`src/rtl/ast_store_forward_fifo_pkg.sv`:
```
// Shared types and sizes for the store-and-forward Avalon-ST packet FIFO.
package ast_store_forward_fifo_pkg;

  localparam int DATA_OUT_W  = 128;
  localparam int EMPTY_OUT_W = 4;
  localparam int CHANNEL_W   = 10;
  localparam int SF_DEPTH    = 16;

  // One stored beat: payload plus its sideband, framing bits last.
  typedef struct packed {
    logic [DATA_OUT_W-1:0]  data;
    logic [EMPTY_OUT_W-1:0] empty;
    logic [CHANNEL_W-1:0]   channel;
    logic                   sop;
    logic                   eop;
  } sf_word_t;

  localparam int SF_WORD_W = $bits(sf_word_t);

endpackage

```
`src/rtl/ast_sf_ram.sv`:
```
// Simple dual-port storage with a registered read port; the array is not reset.
module ast_sf_ram
  import ast_store_forward_fifo_pkg::*;
#(
  parameter int WIDTH = SF_WORD_W,
  parameter int DEPTH = SF_DEPTH
) (
  input  logic                     clk_i,
  input  logic                     wr_en_i,
  input  logic [$clog2(DEPTH)-1:0] wr_addr_i,
  input  logic [WIDTH-1:0]         wr_data_i,
  input  logic                     rd_en_i,
  input  logic [$clog2(DEPTH)-1:0] rd_addr_i,
  output logic [WIDTH-1:0]         rd_data_o
);

  logic [WIDTH-1:0] mem_q [DEPTH];
  logic [WIDTH-1:0] rd_data_q;

  // write port
  always_ff @(posedge clk_i) begin
    if (wr_en_i) mem_q[wr_addr_i] <= wr_data_i;
  end

  // read port, holds its last word when not enabled
  always_ff @(posedge clk_i) begin
    if (rd_en_i) rd_data_q <= mem_q[rd_addr_i];
  end

  assign rd_data_o = rd_data_q;

endmodule

```
`src/rtl/ast_store_forward_fifo.sv`:
```
// Store-and-forward packet FIFO: a packet is released only once its EOP is
// stored, unless the head packet fills the whole store (cut-through escape).
// Optional macro AST_SF_LEVEL_EN adds usedw_o / pkt_cnt_o level outputs.
// A word keeps its storage slot until it leaves the output register, so
// `used` covers words in the read pipeline as well.
module ast_store_forward_fifo
  import ast_store_forward_fifo_pkg::*;
#(
  parameter int DEPTH = SF_DEPTH
) (
  input  logic                   clk_i,
  input  logic                   rst_n_i,
  input  logic [DATA_OUT_W-1:0]  ast_data_i,
  input  logic                   ast_startofpacket_i,
  input  logic                   ast_endofpacket_i,
  input  logic                   ast_valid_i,
  input  logic [EMPTY_OUT_W-1:0] ast_empty_i,
  input  logic [CHANNEL_W-1:0]   ast_channel_i,
  output logic                   ast_ready_o,
  output logic [DATA_OUT_W-1:0]  ast_data_o,
  output logic                   ast_startofpacket_o,
  output logic                   ast_endofpacket_o,
  output logic                   ast_valid_o,
  output logic [EMPTY_OUT_W-1:0] ast_empty_o,
  output logic [CHANNEL_W-1:0]   ast_channel_o,
  input  logic                   ast_ready_i
`ifdef AST_SF_LEVEL_EN
  ,
  output logic [$clog2(DEPTH):0] usedw_o,
  output logic [$clog2(DEPTH):0] pkt_cnt_o
`endif
);

  localparam int AW = $clog2(DEPTH);
  localparam int CW = AW + 1;

  logic [AW-1:0] wr_ptr_q, wr_ptr_d, pf_ptr_q, pf_ptr_d;
  logic [CW-1:0] used_q, used_d, pkt_cnt_q, pkt_cnt_d;
  logic          cut_thru_q, cut_thru_d;
  logic          rdy_q, rdy_d;
  logic          ram_vld_q, ram_vld_d;
  logic          out_vld_q, out_vld_d;
  sf_word_t      out_q, out_d;

  sf_word_t      wr_word, ram_word;
  logic          wr_en, rd_en, out_ld, fetch, pkt_ok;
  logic [1:0]    inflight, inflight_eop;
  logic [CW-1:0] avail;

  ast_sf_ram #(.WIDTH(SF_WORD_W), .DEPTH(DEPTH)) u_ram (
    .clk_i     (clk_i),
    .wr_en_i   (wr_en),
    .wr_addr_i (wr_ptr_q),
    .wr_data_i (wr_word),
    .rd_en_i   (fetch),
    .rd_addr_i (pf_ptr_q),
    .rd_data_o (ram_word)
  );

  // handshakes, prefetch decision and next-state of all control registers
  always_comb begin
    wr_word.data    = ast_data_i;
    wr_word.empty   = ast_empty_i;
    wr_word.channel = ast_channel_i;
    wr_word.sop     = ast_startofpacket_i;
    wr_word.eop     = ast_endofpacket_i;

    wr_en  = ast_valid_i & rdy_q;
    rd_en  = out_vld_q & ast_ready_i;
    out_ld = ram_vld_q & (~out_vld_q | ast_ready_i);

    // words/EOPs already fetched but not yet consumed downstream
    inflight     = {1'b0, ram_vld_q} + {1'b0, out_vld_q};
    inflight_eop = {1'b0, ram_vld_q & ram_word.eop} + {1'b0, out_vld_q & out_q.eop};
    avail        = used_q - CW'(inflight);

    // a complete packet not yet fetched, or the oversize head packet whose
    // EOP has not been fetched yet
    pkt_ok = (pkt_cnt_q > CW'(inflight_eop)) | (cut_thru_q & (inflight_eop == 2'd0));
    fetch  = (~ram_vld_q | out_ld) & (avail != '0) & pkt_ok;

    used_d    = used_q + CW'(wr_en) - CW'(rd_en);
    pkt_cnt_d = pkt_cnt_q + CW'(wr_en & ast_endofpacket_i) - CW'(rd_en & out_q.eop);
    rdy_d     = (used_d != CW'(DEPTH));
    wr_ptr_d  = wr_ptr_q + AW'(wr_en);
    pf_ptr_d  = pf_ptr_q + AW'(fetch);

    cut_thru_d = cut_thru_q;
    if (rd_en & out_q.eop) cut_thru_d = 1'b0;
    else if ((used_q == CW'(DEPTH)) && (pkt_cnt_q == '0)) cut_thru_d = 1'b1;

    ram_vld_d = fetch | (ram_vld_q & ~out_ld);
    out_vld_d = out_ld | (out_vld_q & ~ast_ready_i);
    out_d     = out_ld ? ram_word : out_q;
  end

  // control and output-stage registers
  always_ff @(posedge clk_i or negedge rst_n_i) begin
    if (!rst_n_i) begin
      wr_ptr_q   <= '0;
      pf_ptr_q   <= '0;
      used_q     <= '0;
      pkt_cnt_q  <= '0;
      cut_thru_q <= 1'b0;
      rdy_q      <= 1'b0;
      ram_vld_q  <= 1'b0;
      out_vld_q  <= 1'b0;
      out_q      <= '0;
    end else begin
      wr_ptr_q   <= wr_ptr_d;
      pf_ptr_q   <= pf_ptr_d;
      used_q     <= used_d;
      pkt_cnt_q  <= pkt_cnt_d;
      cut_thru_q <= cut_thru_d;
      rdy_q      <= rdy_d;
      ram_vld_q  <= ram_vld_d;
      out_vld_q  <= out_vld_d;
      out_q      <= out_d;
    end
  end

  assign ast_ready_o         = rdy_q;
  assign ast_valid_o         = out_vld_q;
  assign ast_data_o          = out_q.data;
  assign ast_empty_o         = out_q.empty;
  assign ast_channel_o       = out_q.channel;
  assign ast_startofpacket_o = out_q.sop;
  assign ast_endofpacket_o   = out_q.eop;

`ifdef AST_SF_LEVEL_EN
  assign usedw_o   = used_q;
  assign pkt_cnt_o = pkt_cnt_q;
`endif

endmodule

```
`config.mk`:
```
export PLATFORM = sky130hd
export DESIGN_NAME = ast_store_forward_fifo
export DESIGN_NICKNAME = d
export VERILOG_FILES = /design/src/rtl/ast_store_forward_fifo_pkg.sv /design/src/rtl/ast_sf_ram.sv /design/src/rtl/ast_store_forward_fifo.sv
export SDC_FILE = /design/constraint.sdc
export NUM_CORES = 2
export LEC_CHECK = 0
export CELL_PAD_IN_SITES_DETAIL_PLACEMENT = 0
export CELL_PAD_IN_SITES_GLOBAL_PLACEMENT = 1
export CORE_ASPECT_RATIO = 1.4
export CORE_MARGIN = 2
export CORE_UTILIZATION = 45
export CTS_CLUSTER_SIZE = 40
export DETAILED_ROUTE_END_ITERATION = 8
export PLACE_DENSITY = 0.75
export SYNTH_ARGS = -nofsm -noshare
export SYNTH_HDL_FRONTEND = slang
export SYNTH_SLANG_ARGS = --single-unit
```
`constraint.sdc`:
```
create_clock -name clk_i -period 18.2 [get_ports clk_i]
set_input_delay 3.64 -clock clk_i [delete_from_list [all_inputs] [get_ports clk_i]]
set_output_delay 3.64 -clock clk_i [all_outputs]
set_load 0.005 [all_outputs]
```
== Yosys cells after proc, flatten, opt, wreduce, memory -nomap -nowiden ==
Memory sizes are Yosys's and may differ from the RTL's. A register that Yosys moved wholly into a read port is not among the register bits.
Index checks and enable logic that the tools add are counted.

* Reductions and logical operators: 5
* Mux-type cells: 4
* Eq/ne operators: 2
* Magnitude comparators: 1
* Add/subtract/negate cells: 9
* Bitwise logic cells: 22

{| class="wikitable"
|+ Operators by type and width
! kind !! number
|-
| bitwise AND 1 bit || 13
|-
| adder 5 x 1 -> 5 bit || 2
|-
| subtractor 5 x 1 -> 5 bit || 2
|-
| adder 4 x 1 -> 4 bit || 2
|-
| equality test 5 bit, second input constant || 1
|-
| greater-than comparator 5 x 2 -> 1 bit || 1
|-
| logical NOT 5 bit || 1
|-
| inequality test 5 bit, second input constant || 1
|-
| OR 1 bit || 5
|-
| nonzero test 5 bit || 1
|-
| subtractor 5 x 2 -> 5 bit || 1
|-
| adder 1 x 1 -> 2 bit || 2
|-
| 2-to-1 mux 1 bit || 4
|-
| NOT 1 bit || 4
|-
| logical NOT 2 bit || 1
|-
| nonzero test 2 bit || 1
|-
| logical AND 1 bit || 1
|}

* Output and inout bits: 146
* Input port bits: 148
* Memories kept: 1
* RAM bits: 2304
* Word-level logic and storage cells: 57
* Flip-flop bits (word level): 166

{| class="wikitable"
|+ Memories
! name !! depth !! width !! rd ports !! clocked after memory_dff !! write ports !! RTL line !! source
|-
| u_ram.mem_q || 16 || 144 || 1 || 1 || 1 || ast_sf_ram.sv:17 || <nowiki>logic [WIDTH-1:0] mem_q [DEPTH];</nowiki>
|}

== Longest topological paths before layout ==
* Depth after elaboration: 7
* Depth in mapped cells: 13
* Mapped depth without buffers: 13

== Modules after synthesis ==
From an unflattened synthesis, not the netlist that was laid out.

* Cell total of the unflattened synthesis: 4207
* Area, all modules: 97806.3 µm²

{| class="wikitable"
|+ By module, submodules not included
! module !! area each (µm²) !! times used !! sequential area each (µm²) !! cells an instance
|-
| ast_sf_ram || 90837.1 || 1 || 73510.5 || 3773
|-
| ast_store_forward_fifo || 6969.2 || 1 || 4154.0 || 434
|}

== Least setup slack after synthesis ==
Ideal clock, no wire load.

* Path kind: input to register
* From: in ast_ready_i
* To: reg pf_ptr_q[2]
* Path buffers: 0
* Data required time: 18.056 ns
* Arrival: 16.211 ns
* Setup time: 0.144 ns
* Stages on the path: 5
* Slack: 1.845 ns
* Path through: inv_1 > a311oi_1 > ha_1 > ha_1 > xor2_1

* Longest elaborated chain between the ends: 6

{| class="wikitable"
|+ Ends and longest elaborated chain
! what !! RTL line !! source
|-
| from (decl) || ast_store_forward_fifo.sv:26 || <nowiki>input logic ast_ready_i</nowiki>
|-
| OR 1 bit || ast_store_forward_fifo.sv:70 || <nowiki>out_ld = ram_vld_q & (~out_vld_q | ast_ready_i);</nowiki>
|-
| bitwise AND 1 bit || ast_store_forward_fifo.sv:70 ||
|-
| OR 1 bit || ast_store_forward_fifo.sv:80 || <nowiki>fetch = (~ram_vld_q | out_ld) & (avail != '0) & pkt_ok;</nowiki>
|-
| bitwise AND 1 bit (2 in a row) || ast_store_forward_fifo.sv:80 ||
|-
| via fetch || ast_store_forward_fifo.sv:46 || <nowiki>logic wr_en, rd_en, out_ld, fetch, pkt_ok;</nowiki>
|-
| adder 4 x 1 -> 4 bit || ast_store_forward_fifo.sv:86 || <nowiki>pf_ptr_d = pf_ptr_q + AW'(fetch);</nowiki>
|-
| via pf_ptr_d[2] || ast_store_forward_fifo.sv:37 || <nowiki>logic [AW-1:0] wr_ptr_q, wr_ptr_d, pf_ptr_q, pf_ptr_d;</nowiki>
|-
| to (signal assigned) || ast_store_forward_fifo.sv:111 || <nowiki>pf_ptr_q <= pf_ptr_d;</nowiki>
|-
| to (decl) || ast_store_forward_fifo.sv:37 ||
|}

The timed path passes the listed nets, and every way through them passes these cells.
A chain may end at the register's enable or synchronous reset.

== Final worst setup path ==
* From: in ast_valid_i
* To: mem u_ram.mem_q[8][119] in the netlist's numbering (enable)

* Longest elaborated chain between the ends: 3

{| class="wikitable"
|+ Ends and longest elaborated chain
! what !! RTL line !! source
|-
| from (decl) || ast_store_forward_fifo.sv:16 || <nowiki>input logic ast_valid_i,</nowiki>
|-
| bitwise AND 1 bit || ast_store_forward_fifo.sv:68 || <nowiki>wr_en = ast_valid_i & rdy_q;</nowiki>
|-
| 2-to-1 mux 1 bit || ast_sf_ram.sv:22 || <nowiki>if (wr_en_i) mem_q[wr_addr_i] <= wr_data_i;</nowiki>
|-
| 2-to-1 mux 1 bit (implied by the code) || ast_sf_ram.sv:22 ||
|-
| to (decl) || ast_sf_ram.sv:17 ||
|}

No other way between the ends.

==> impl_metrics.py <==
metrics = {
    "final_layout": {
        "fillers": 16400,
        "fin_nets": 4468,
        "syn_to_final_growth_pct": 14.3,
        "drive_gt1_frac": 0.285,
    },
    "cts": {
        "cts_buffers": 241,
        "htreeDepth": 4,
        "cts_resized": 0,
        "cts_tree": "yes",
        "clk_pin_slew_ns": 0.06,
        "root_buffer": "clkbuf_16",
        "clock_sinks": 2614,
        "clkLatencyLatePin_ns": 0.89,
        "holdBufCountCts": 0,
        "clockBufferDepth": 4,
        "cts_setup_buffers": 0,
    },
    "logic_synthesis": {
        "ys.flop_type": "edfxtp_1",
        "synth_top_area_frac": 0.753,
        "synth_nets": 4047,
        "yosys_register_bits": 2614,
        "ys_warn_count": 0,
        "ys_types": 43,
        "yosysMostFrequentCell": "edfxtp_1",
        "syn_area_sq_um": 97600,
        "yosys-top-cells-area": "edfxtp_1 (75%), mux4_2 (16%), dfrtp_1 (4.3%), mux2_2 (1.7%), buf_6 (0.48%)",
        "ys_seq_area_frac": 0.795,
        "synth_area_leader_cell": "edfxtp_1",
        "synthTopCellsByCount": "edfxtp_1 (2,448), mux4_2 (685), dfrtp_1 (166)",
        "async_flop_share": 0.0635,
        "synth.avg_cell_area_sq_um": 25.2,
        "synthCells": 3872,
        "synth_edf_count": 2448,
    },
    "grt": {
        "grt_busiest_layer": "met2",
        "grt.overflow.total": 0,
        "antenna_found_initial": 70,
        "first_global_vias": 44400,
        "gr-usage-met2": 0.341,
        "track_usage": 0.200,
        "use_met1": 0.257,
        "met3_usage": 0.0430,
        "grt_first_pass_wirelength_mm": 318,
        "grt_max_degree": 161,
    },
    "critical_path": {
        "crit_path_end_kind": "register",
        "setup.worst_path.class": "in2reg",
        "crit_path_start_kind": "input pin",
        "critPathArrivalTime_ns": 7.53,
        "rr_worst_depth": 6,
        "cp.required_ns": 18.67,
        "crit_fanout": 45,
    },
    "route": {
        "wirelength_mm": 221,
        "viasPerCell": 5.82,
        "ant_nets": 0,
        "vias": 42700,
        "drt_iter0_drc": 4203,
        "dr.pass1.iters": 7,
        "routed_wire_length_per_instance_um": 30.0,
        "route.detailed.drc": 0,
    },
    "die": {
        "die_area_sq_um": 221000,
        "die_w_um": 398,
        "initial_core_util": 0.452,
        "row_count": 202,
        "die_h_um": 555,
        "io_pins": 294,
        "core_sq_um": 216000,
    },
    "timing": {
        "relSlewSlack": 0.182,
        "fmax_ghz": 0.142,
        "hold_slack_ns": 0.445,
        "setup_viol": 0,
        "finalSetupTns_ns": 0,
        "tightest_slew_ns": 1.22,
        "final.setup_skew_ns": 0.105,
        "period_share": 0.388,
        "fin_crit_ns": 7.06,
        "rsz0062_at_grt": "false",
        "maxSlewViolCount": 0,
        "final-hold-violation-count": 0,
    },
    "hold_path": {
        "min_path_type": "reg2reg",
        "hold_depth": 1,
    },
    "placement": {
        "dpl.hpwl_mm": 117,
        "portBuffers": 293,
        "gp_congestion": 0.746,
    },
    "pwr": {
        "irDropWorstVdd_mv": 0.219,
        "power.density_nw_per_um2": 160,
        "leakage_nw": 35.3,
    },
    "run": {
        "maxCapViolCount": 0,
    },
    "status": {
        "status": "finished clean",
    },
}
[logic make-up after synthesis]
family	synth area share
buf+inv	0.0121
simple gates	0.00332
xor+xnor	0.00108
compound gates	0.00527
fa+ha+maj	0.00369
flops	0.795
mux	0.179
[final timing paths]
check	from	end	slack (ns)
worst min register to register	u_ram.rd_data_o[87]	ast_data_o[71]	0.44
worst max-delay path	ast_valid_i	u_ram.mem_q[8][119]	11.14
max in group asynchronous	rst_n_i	ast_data_o[119]	13.93
worst max register to register	pf_ptr_q[0]	u_ram.rd_data_o[8]	12.55
worst min-delay path	u_ram.rd_data_o[87]	ast_data_o[71]	0.44
min in group asynchronous	rst_n_i	ast_data_o[5]	2.82
[flip-flops by register name, indices dropped and copies added, names as in the netlist]
signal	cells
pkt_cnt_q	5
wr_ptr_q	4
ast_data_o	128
ast_endofpacket_o	1
u_ram.rd_data_o	144
used_q	5
pf_ptr_q	4
cut_thru_q	1
ram_vld_q	1
ast_ready_o	1
ast_startofpacket_o	1
u_ram.mem_q	2304
ast_valid_o	1
ast_channel_o	10
ast_empty_o	4
[layer usage]
layer  routed length [um]  share of wire
met4                 6380          0.029
met1                83800           0.38
met5                  407         0.0018
met3                15900          0.072
met2               114000           0.52
[where the power goes]
part | total [mW] | switching [mW] | internal [mW]
Clock | 4.97 | 2.14 | 2.83
Sequential | 8.11 | 0.420 | 7.69
Combinational | 4.83 | 2.45 | 2.38
Total | 17.9 | 5.02 | 12.9
[placed cells by master (no fill, tap or decap), types with 11 or more instances in the layout]
| cell type | instances |
|---|---|
| dfrtp_1 | 163 |
| nor2_4 | 12 |
| buf_4 | 56 |
| clkinvlp_4 | 12 |
| ha_1 | 24 |
| clkdlybuf4s50_1 | 292 |
| clkinv_1 | 38 |
| buf_12 | 12 |
| clkbuf_1 | 47 |
| a21oi_1 | 19 |
| mux2_2 | 144 |
| bufinv_16 | 25 |
| clkinv_2 | 47 |
| mux2i_1 | 45 |
| clkbuf_16 | 242 |
| diode_2 | 11 |
| nand2_1 | 18 |
| inv_1 | 27 |
| mux4_2 | 685 |
| o22ai_1 | 11 |
| edfxtp_1 | 2448 |
[through the flow]
step | utilization | area [sq um] | setup WS [ns] | power (mW) | instances
CTS | 0.517 | 112000 | 11.03 | 18.2 | 7339
detailed placement | 0.481 | 104000 | 10.16 | 13.2 | 6906
global route | 0.517 | 112000 | 11.05 | 18.6 | 7344
global placement | 0.481 | 104000 | 10.18 | 13.1 | 6906
finish | 0.517 | 112000 | 11.14 | 17.9 | 7350
floorplan | - | 97600 | 1.84 | 11.5 | 3872
[area by class of cell]
class	count	area, sq um	area share
clock inverters	135	1360	0.0122
repair buffers	361	3600	0.0322
inverters	28	113	0.00101
clock buffers	298	6360	0.0569
multi-input cells	1047	18900	0.170
well taps	2856	3570	0.0320
diodes	11	27.5	0.000247
flip-flops and latches	2614	77700	0.696
[critical path, cell delays in order]
cell,delay [ns]
clkdlybuf4s50_1,0.46
nand2_1,0.25
or3_1,0.56
nor2_4,0.88
buf_4,0.84
buf_4,0.81
(Power assumes the default switching activity.)
